<file path="src/rtl/lift_pkg.sv">
// Shared lift definitions: car FSM states, floor-index width helper and default floor count.
package lift_pkg;

    localparam int unsigned NFloorsDefault = 8;

    typedef enum logic [2:0] {
        StIdle,
        StMoveUp,
        StMoveDown,
        StArrive,
        StDoorWait
    } lift_state_e;

    function automatic int unsigned floor_width(input int unsigned n_floors);
        return (n_floors > 1) ? $clog2(n_floors) : 1;
    endfunction

endpackage

</file>
<file path="src/rtl/lift_call_scan.sv">
// Combinational summary of latched calls relative to the car position.
module lift_call_scan
    import lift_pkg::*;
#(
    parameter int unsigned N_FLOORS = NFloorsDefault,
    parameter int unsigned FW       = floor_width(N_FLOORS)
) (
    input  logic [N_FLOORS-1:0] pending,
    input  logic [FW-1:0]       current_floor,
    output logic                any_above,
    output logic                any_below,
    output logic                here
);

    always_comb begin
        any_above = 1'b0;
        any_below = 1'b0;
        here      = 1'b0;
        for (int unsigned i = 0; i < N_FLOORS; i++) begin
            if (pending[i]) begin
                if (FW'(i) > current_floor) any_above = 1'b1;
                if (FW'(i) < current_floor) any_below = 1'b1;
                if (FW'(i) == current_floor) here = 1'b1;
            end
        end
    end

endmodule

</file>
<file path="src/rtl/lift_car_controller.sv">
// Lift car sequencer: latches calls, moves the car with a SCAN policy and
// hands each arrival to the door controller, waiting for a full open/close.
module lift_car_controller
    import lift_pkg::*;
#(
    parameter int unsigned N_FLOORS            = NFloorsDefault,
    parameter int unsigned FLOOR_TRAVEL_CYCLES = 50,
    parameter int unsigned DOOR_ACK_CYCLES     = 8,
    localparam int unsigned FW                 = floor_width(N_FLOORS)
) (
    input  logic                clk,
    input  logic                reset_n,
    input  logic [N_FLOORS-1:0] call_req,
    input  logic                door_open,
    output logic                arrive_pulse,
    output logic                hold_door,
    output logic [FW-1:0]       current_floor,
    output logic                moving_up,
    output logic                moving_down,
    output logic [N_FLOORS-1:0] pending,
    output logic                door_fault
);

    localparam int unsigned CW = $clog2(FLOOR_TRAVEL_CYCLES + 1);
    localparam int unsigned AW = $clog2(DOOR_ACK_CYCLES + 1);
    localparam logic [CW-1:0] TravelLast = CW'(FLOOR_TRAVEL_CYCLES - 1);
    localparam logic [AW-1:0] AckLast    = AW'(DOOR_ACK_CYCLES - 1);
    localparam logic [FW-1:0] TopFloor   = FW'(N_FLOORS - 1);

    lift_state_e         state_q, state_d;
    logic [FW-1:0]       floor_q, floor_d;
    logic [N_FLOORS-1:0] pending_q, pending_d;
    logic [CW-1:0]       trav_cnt_q, trav_cnt_d;
    logic [AW-1:0]       ack_cnt_q, ack_cnt_d;
    logic                last_up_q, last_up_d;
    logic                seen_open_q, seen_open_d;
    logic                fault_q, fault_d;
    logic                hold_q, hold_d;

    logic [N_FLOORS-1:0] floor_mask;
    logic                any_above, any_below, here;

    always_comb begin
        floor_mask = '0;
        for (int unsigned i = 0; i < N_FLOORS; i++) begin
            floor_mask[i] = (FW'(i) == floor_q);
        end
    end

    lift_call_scan #(
        .N_FLOORS (N_FLOORS),
        .FW       (FW)
    ) u_call_scan (
        .pending       (pending_q),
        .current_floor (floor_q),
        .any_above     (any_above),
        .any_below     (any_below),
        .here          (here)
    );

    always_comb begin
        state_d     = state_q;
        floor_d     = floor_q;
        trav_cnt_d  = trav_cnt_q;
        ack_cnt_d   = ack_cnt_q;
        last_up_d   = last_up_q;
        seen_open_d = seen_open_q;
        fault_d     = fault_q;
        hold_d      = 1'b0;

        // Calls for the floor being served are absorbed while the door cycle runs.
        if (state_q == StArrive || state_q == StDoorWait) begin
            pending_d = pending_q | (call_req & ~floor_mask);
        end else begin
            pending_d = pending_q | call_req;
        end

        unique case (state_q)
            StIdle: begin
                if (here) begin
                    state_d = StArrive;
                end else if (any_above && (last_up_q || !any_below)) begin
                    state_d    = StMoveUp;
                    last_up_d  = 1'b1;
                    trav_cnt_d = '0;
                end else if (any_below) begin
                    state_d    = StMoveDown;
                    last_up_d  = 1'b0;
                    trav_cnt_d = '0;
                end
            end
            StMoveUp: begin
                if (trav_cnt_q == TravelLast) begin
                    trav_cnt_d = '0;
                    if (floor_q != TopFloor) begin
                        floor_d = floor_q + 1'b1;
                        if (|(pending_d & (floor_mask << 1))) begin
                            state_d = StArrive;
                        end else if (floor_d == TopFloor) begin
                            state_d = StIdle;
                        end
                    end else begin
                        state_d = StIdle;
                    end
                end else begin
                    trav_cnt_d = trav_cnt_q + 1'b1;
                end
            end
            StMoveDown: begin
                if (trav_cnt_q == TravelLast) begin
                    trav_cnt_d = '0;
                    if (floor_q != '0) begin
                        floor_d = floor_q - 1'b1;
                        if (|(pending_d & (floor_mask >> 1))) begin
                            state_d = StArrive;
                        end else if (floor_d == '0) begin
                            state_d = StIdle;
                        end
                    end else begin
                        state_d = StIdle;
                    end
                end else begin
                    trav_cnt_d = trav_cnt_q + 1'b1;
                end
            end
            StArrive: begin
                pending_d   = pending_d & ~floor_mask;
                state_d     = StDoorWait;
                seen_open_d = 1'b0;
                ack_cnt_d   = '0;
            end
            StDoorWait: begin
                if (door_open) begin
                    seen_open_d = 1'b1;
                    hold_d      = |(call_req & floor_mask);
                end
                if (seen_open_q && !door_open) begin
                    state_d = StIdle;
                end else if (!seen_open_q && !door_open) begin
                    if (ack_cnt_q == AckLast) begin
                        fault_d = 1'b1;
                        state_d = StIdle;
                    end else begin
                        ack_cnt_d = ack_cnt_q + 1'b1;
                    end
                end
            end
            default: state_d = StIdle;
        endcase
    end

    always_ff @(posedge clk or negedge reset_n) begin
        if (!reset_n) begin
            state_q     <= StIdle;
            floor_q     <= '0;
            pending_q   <= '0;
            trav_cnt_q  <= '0;
            ack_cnt_q   <= '0;
            last_up_q   <= 1'b1;
            seen_open_q <= 1'b0;
            fault_q     <= 1'b0;
            hold_q      <= 1'b0;
        end else begin
            state_q     <= state_d;
            floor_q     <= floor_d;
            pending_q   <= pending_d;
            trav_cnt_q  <= trav_cnt_d;
            ack_cnt_q   <= ack_cnt_d;
            last_up_q   <= last_up_d;
            seen_open_q <= seen_open_d;
            fault_q     <= fault_d;
            hold_q      <= hold_d;
        end
    end

    assign arrive_pulse  = (state_q == StArrive);
    assign moving_up     = (state_q == StMoveUp);
    assign moving_down   = (state_q == StMoveDown);
    assign hold_door     = hold_q;
    assign current_floor = floor_q;
    assign pending       = pending_q;
    assign door_fault    = fault_q;

endmodule

</file>
<file path="config.mk">
export PLATFORM = sky130hd
export DESIGN_NAME = lift_car_controller
export DESIGN_NICKNAME = d
export VERILOG_FILES = /design/src/rtl/lift_pkg.sv /design/src/rtl/lift_call_scan.sv /design/src/rtl/lift_car_controller.sv
export SDC_FILE = /design/constraint.sdc
export NUM_CORES = 1
export LEC_CHECK = 0
export CAP_MARGIN = 20
export CORE_ASPECT_RATIO = 1.75
export CORE_UTILIZATION = 50
export CTS_CLUSTER_SIZE = 20
export DETAILED_ROUTE_END_ITERATION = 10
export PLACE_DENSITY = 0.75
export REMOVE_ABC_BUFFERS = 1
export SLEW_MARGIN = 25
export SYNTH_ARGS = -nofsm -noshare
export SYNTH_HDL_FRONTEND = slang
export SYNTH_HIERARCHICAL = 1
export SYNTH_SLANG_ARGS = --single-unit
</file>
<file path="constraint.sdc">
create_clock -name clk -period 2.35 [get_ports clk]
set_input_delay 0.235 -clock clk [delete_from_list [all_inputs] [get_ports clk]]
set_output_delay 0.235 -clock clk [all_outputs]
set_load 0.02 [all_outputs]
</file>
==> results.py <==
metrics = {
    "logic_synthesis": {
        "avgSynthCellArea_sq_um": 8.499,
        "synth_edf_count": 0,
        "yosysSeqAreaShare_pct": 32.26,
        "synthCells": 256,
        "yosys_most_used_dff": "dfrtp_1",
        "synth-seq-cells": 28,
        "ys_types": 61,
        "yosys_warnings": 6,
        "synth_area_sq_um": 2176,
        "synthArstFlopShare_pct": 100.0,
    },
    "cts": {
        "cts_tree": "yes",
        "cts_root_buf": "clkbuf_8",
        "cts-hold-fix-buffers": 0,
        "h-tree-depth": 1,
        "path_clk_slew_ps": 110,
        "numCtsBuffers": 3,
        "clock_sinks": 28,
        "clock_path_buffers": 2,
        "worstSkewPairLatency_ps": 290,
    },
    "setup_path": {
        "critPathBufInv": 3,
        "start_kind": "flip-flop",
        "crit_chain": "buf_4 > buf_6 > ha_2 > inv_1 > o31a_1 > or3_1 > nor3_2 > or3_4 > mux2_4",
        "cp_max_fo": 5,
        "crit_type": "reg -> reg",
        "max_stage_delay_ps": 420,
        "rr_endpoint": "state_q[0]",
        "rr_startpoint": "current_floor[0]",
        "r2r.worst_path.cells": 9,
        "critPathTopFamily": "simple AND/OR/NAND/NOR gates",
        "r2r_setup_slack_ps": -40,
        "arrival_ps": 2580,
        "cp-end-kind": "flip-flop",
        "crit_slowest_cell": "dfrtp_2",
        "startpoint": "current_floor[0]",
        "required_ps": 2540,
    },
    "power": {
        "power_density_nw_per_um2": 709.5,
        "peakVddDrop_uv": 566.5,
        "power_mw": 2.145,
        "power_leakage_nw": 1.326,
    },
    "timing": {
        "skew_ps": 14.17,
        "hold_viol_final": 0,
        "slew_headroom_pct": 71.05,
        "finalCriticalPeriod_ps": 2395,
        "rsz0062_at_grt": "yes",
        "final.setup.tns_ps": -82.82,
        "finalSetupViolations": 2,
        "final_max_slew_viol_count": 0,
        "setup_slack_ps": -44.70,
        "tightest_slew_ps": 431.4,
        "holdWs_ps": 319.2,
        "fin_crit_sh_pct": 101.9,
        "fmax_mhz": 417.6,
    },
    "grt": {
        "grt-ovfl-total": 0,
        "grt_pass1_wl_microns": 10560,
        "grt_max_degree": 29,
        "first_global_vias": 2212,
        "grt_use_total_pct": 31.09,
        "antenna_found_initial": 0,
    },
    "cells_and_area": {
        "drive_above_1_share_pct": 27.93,
        "fin_cells": 382,
        "nNetsFinal": 357,
        "area.sequential_sq_um": 704.4,
        "multi_input_area_sq_um": 1416,
        "fin_util_pct": 72.84,
        "final_area_sq_um": 3023,
        "fillers": 324,
        "diodes": 0,
        "area_delta_synth_final_pct": 38.93,
    },
    "placement": {
        "pre_cts_slack_ps": -219.7,
        "dp_hpwl_microns": 5157,
        "placed_cell_area_sq_um": 2819,
        "numPortBuffers": 26,
        "placed_cells": 372,
        "place.gp.congestion": 0.9287,
    },
    "job": {
        "maxCapViolations": 0,
    },
    "floorplanning": {
        "dieArea_sq_um": 4630,
        "initial_core_util_pct": 52.43,
        "core_area_sq_um": 4150,
        "die_h_microns": 89.27,
        "num_rows": 31,
        "die_w_microns": 51.87,
        "io_pins": 27,
    },
    "drt": {
        "wirelength_microns": 6841,
        "ant_nets": 0,
        "vias": 2318,
        "routedWlPerCell_microns": 17.91,
        "viasPerCell": 6.068,
        "drcViolationCount": 0,
        "drtIter0Drc": 135,
        "drt_first_pass_iters": 5,
    },
    "run_status": {
        "status": "finished with violations",
        "violations": "setup timing",
    },
    "hold_path": {
        "holdCritPathClass": "in -> async",
    },
}
==> final cells by class <==
cell class / count / area share [%]
multi-input combinational: 200 / 46.85
sequential: 28 / 23.30
timing repair buffer: 84 / 23.26
inverter: 17 / 2.194
tap: 49 / 2.028
clock buffer: 3 / 1.366
clock inverter: 1 / 0.9934
==> synthesized netlist by cell type (2+ instances only) <==
master	number	area share, %
a211oi_1	3	1.0
nor2b_1	6	1.7
clkbuf_1	3	0.52
xnor2_1	2	0.81
o22ai_1	2	0.57
a21o_1	2	0.69
o21ai_1	3	0.69
o31a_1	2	0.81
buf_6	3	1.6
nor2_1	24	4.1
a311oi_1	2	0.81
buf_2	4	0.92
o21ai_0	23	5.3
o32ai_1	2	0.81
inv_1	16	2.8
a211o_1	2	0.81
a222oi_1	2	0.92
mux2_1	2	1.0
o211ai_1	2	0.69
o31ai_1	4	1.4
dfrtp_1	27	31
nor3_1	3	0.69
ha_1	12	6.9
nor3b_4	2	1.7
nand2b_1	5	1.4
or3_1	2	0.57
a21oi_1	21	4.8
a31oi_1	8	2.3
o21a_1	2	0.69
xor2_1	3	1.2
mux2i_1	3	1.4
nand3_1	5	1.1
nand2_1	25	4.3
nor3b_1	2	0.69
==> worst max path at each step <==
| stage | slack [ps] | depth (start not counted) | to |
|---|---|---|---|
| after global placement | -250 | 9 | state_q[1] |
| after CTS | 3 | 9 | state_q[0] |
| after floorplan | -340 | 8 | state_q[0] |
| after global routing | -130 | 8 | state_q[0] |
| final | -40 | 9 | state_q[0] |
| after detailed placement | -220 | 9 | state_q[1] |
==> flip-flops by register name (all words and copies together) (netlist names) <==
| register | count |
|---|---|
| pending | 8 |
| trav_cnt_q | 6 |
| ack_cnt_q | 4 |
| current_floor | 3 |
| state_q | 3 |
| door_fault | 1 |
| hold_door | 1 |
| last_up_q | 1 |
| seen_open_q | 1 |
==> kinds of logic after synthesis <==
kind of cell,after synthesis,synth area share [%]
compound gates,89,26.34
simple gates,86,21.11
buf+inv,28,6.210
flops,28,32.26
fa+ha+maj,12,6.900
mux,8,5.175
xor+xnor,5,2.013
==> power breakdown <==
group / leakage, nW / internal (mW) / total (mW) / switching (mW)
clock network: 0.0357 / 0.229 / 0.398 / 0.170
registers: 0.335 / 0.562 / 0.662 / 0.100
logic: 0.955 / 0.514 / 1.08 / 0.570
==> timing repair <==
action | in CTS | in global routing
setup endpoints to repair | 2 | 3
gates resized for setup | 15 | 8
pin swaps | 1 | 4
buffers inserted | 2 | 4
==> cells in the final DEF (no fill, tap or decap), types with 3 or more instances in the layout <==
cell type and n:
clkdlybuf4s50_1 26, xor2_1 3, mux2_4 3, ha_1 10, a211oi_1 3, nor2_1 24, dfrtp_1 25, a31oi_1 8
a21oi_1 21, inv_1 14, nand2b_1 5, o31ai_1 3, nand3_1 4, nand2_1 25, o21ai_1 3, nor2b_1 5
clkbuf_8 3, mux2i_1 3, o21ai_0 23, buf_4 56
==> metal layers <==
layer	share of wire, %	vias to the layer above	global-route usage (%)
li1	-	1088	-
met5	0	-	0
met1	34	1086	32.59
met4	6.3	0	18.18
met2	54	114	57.58
met3	6.2	30	3.401
(Power assumes the default switching activity.)
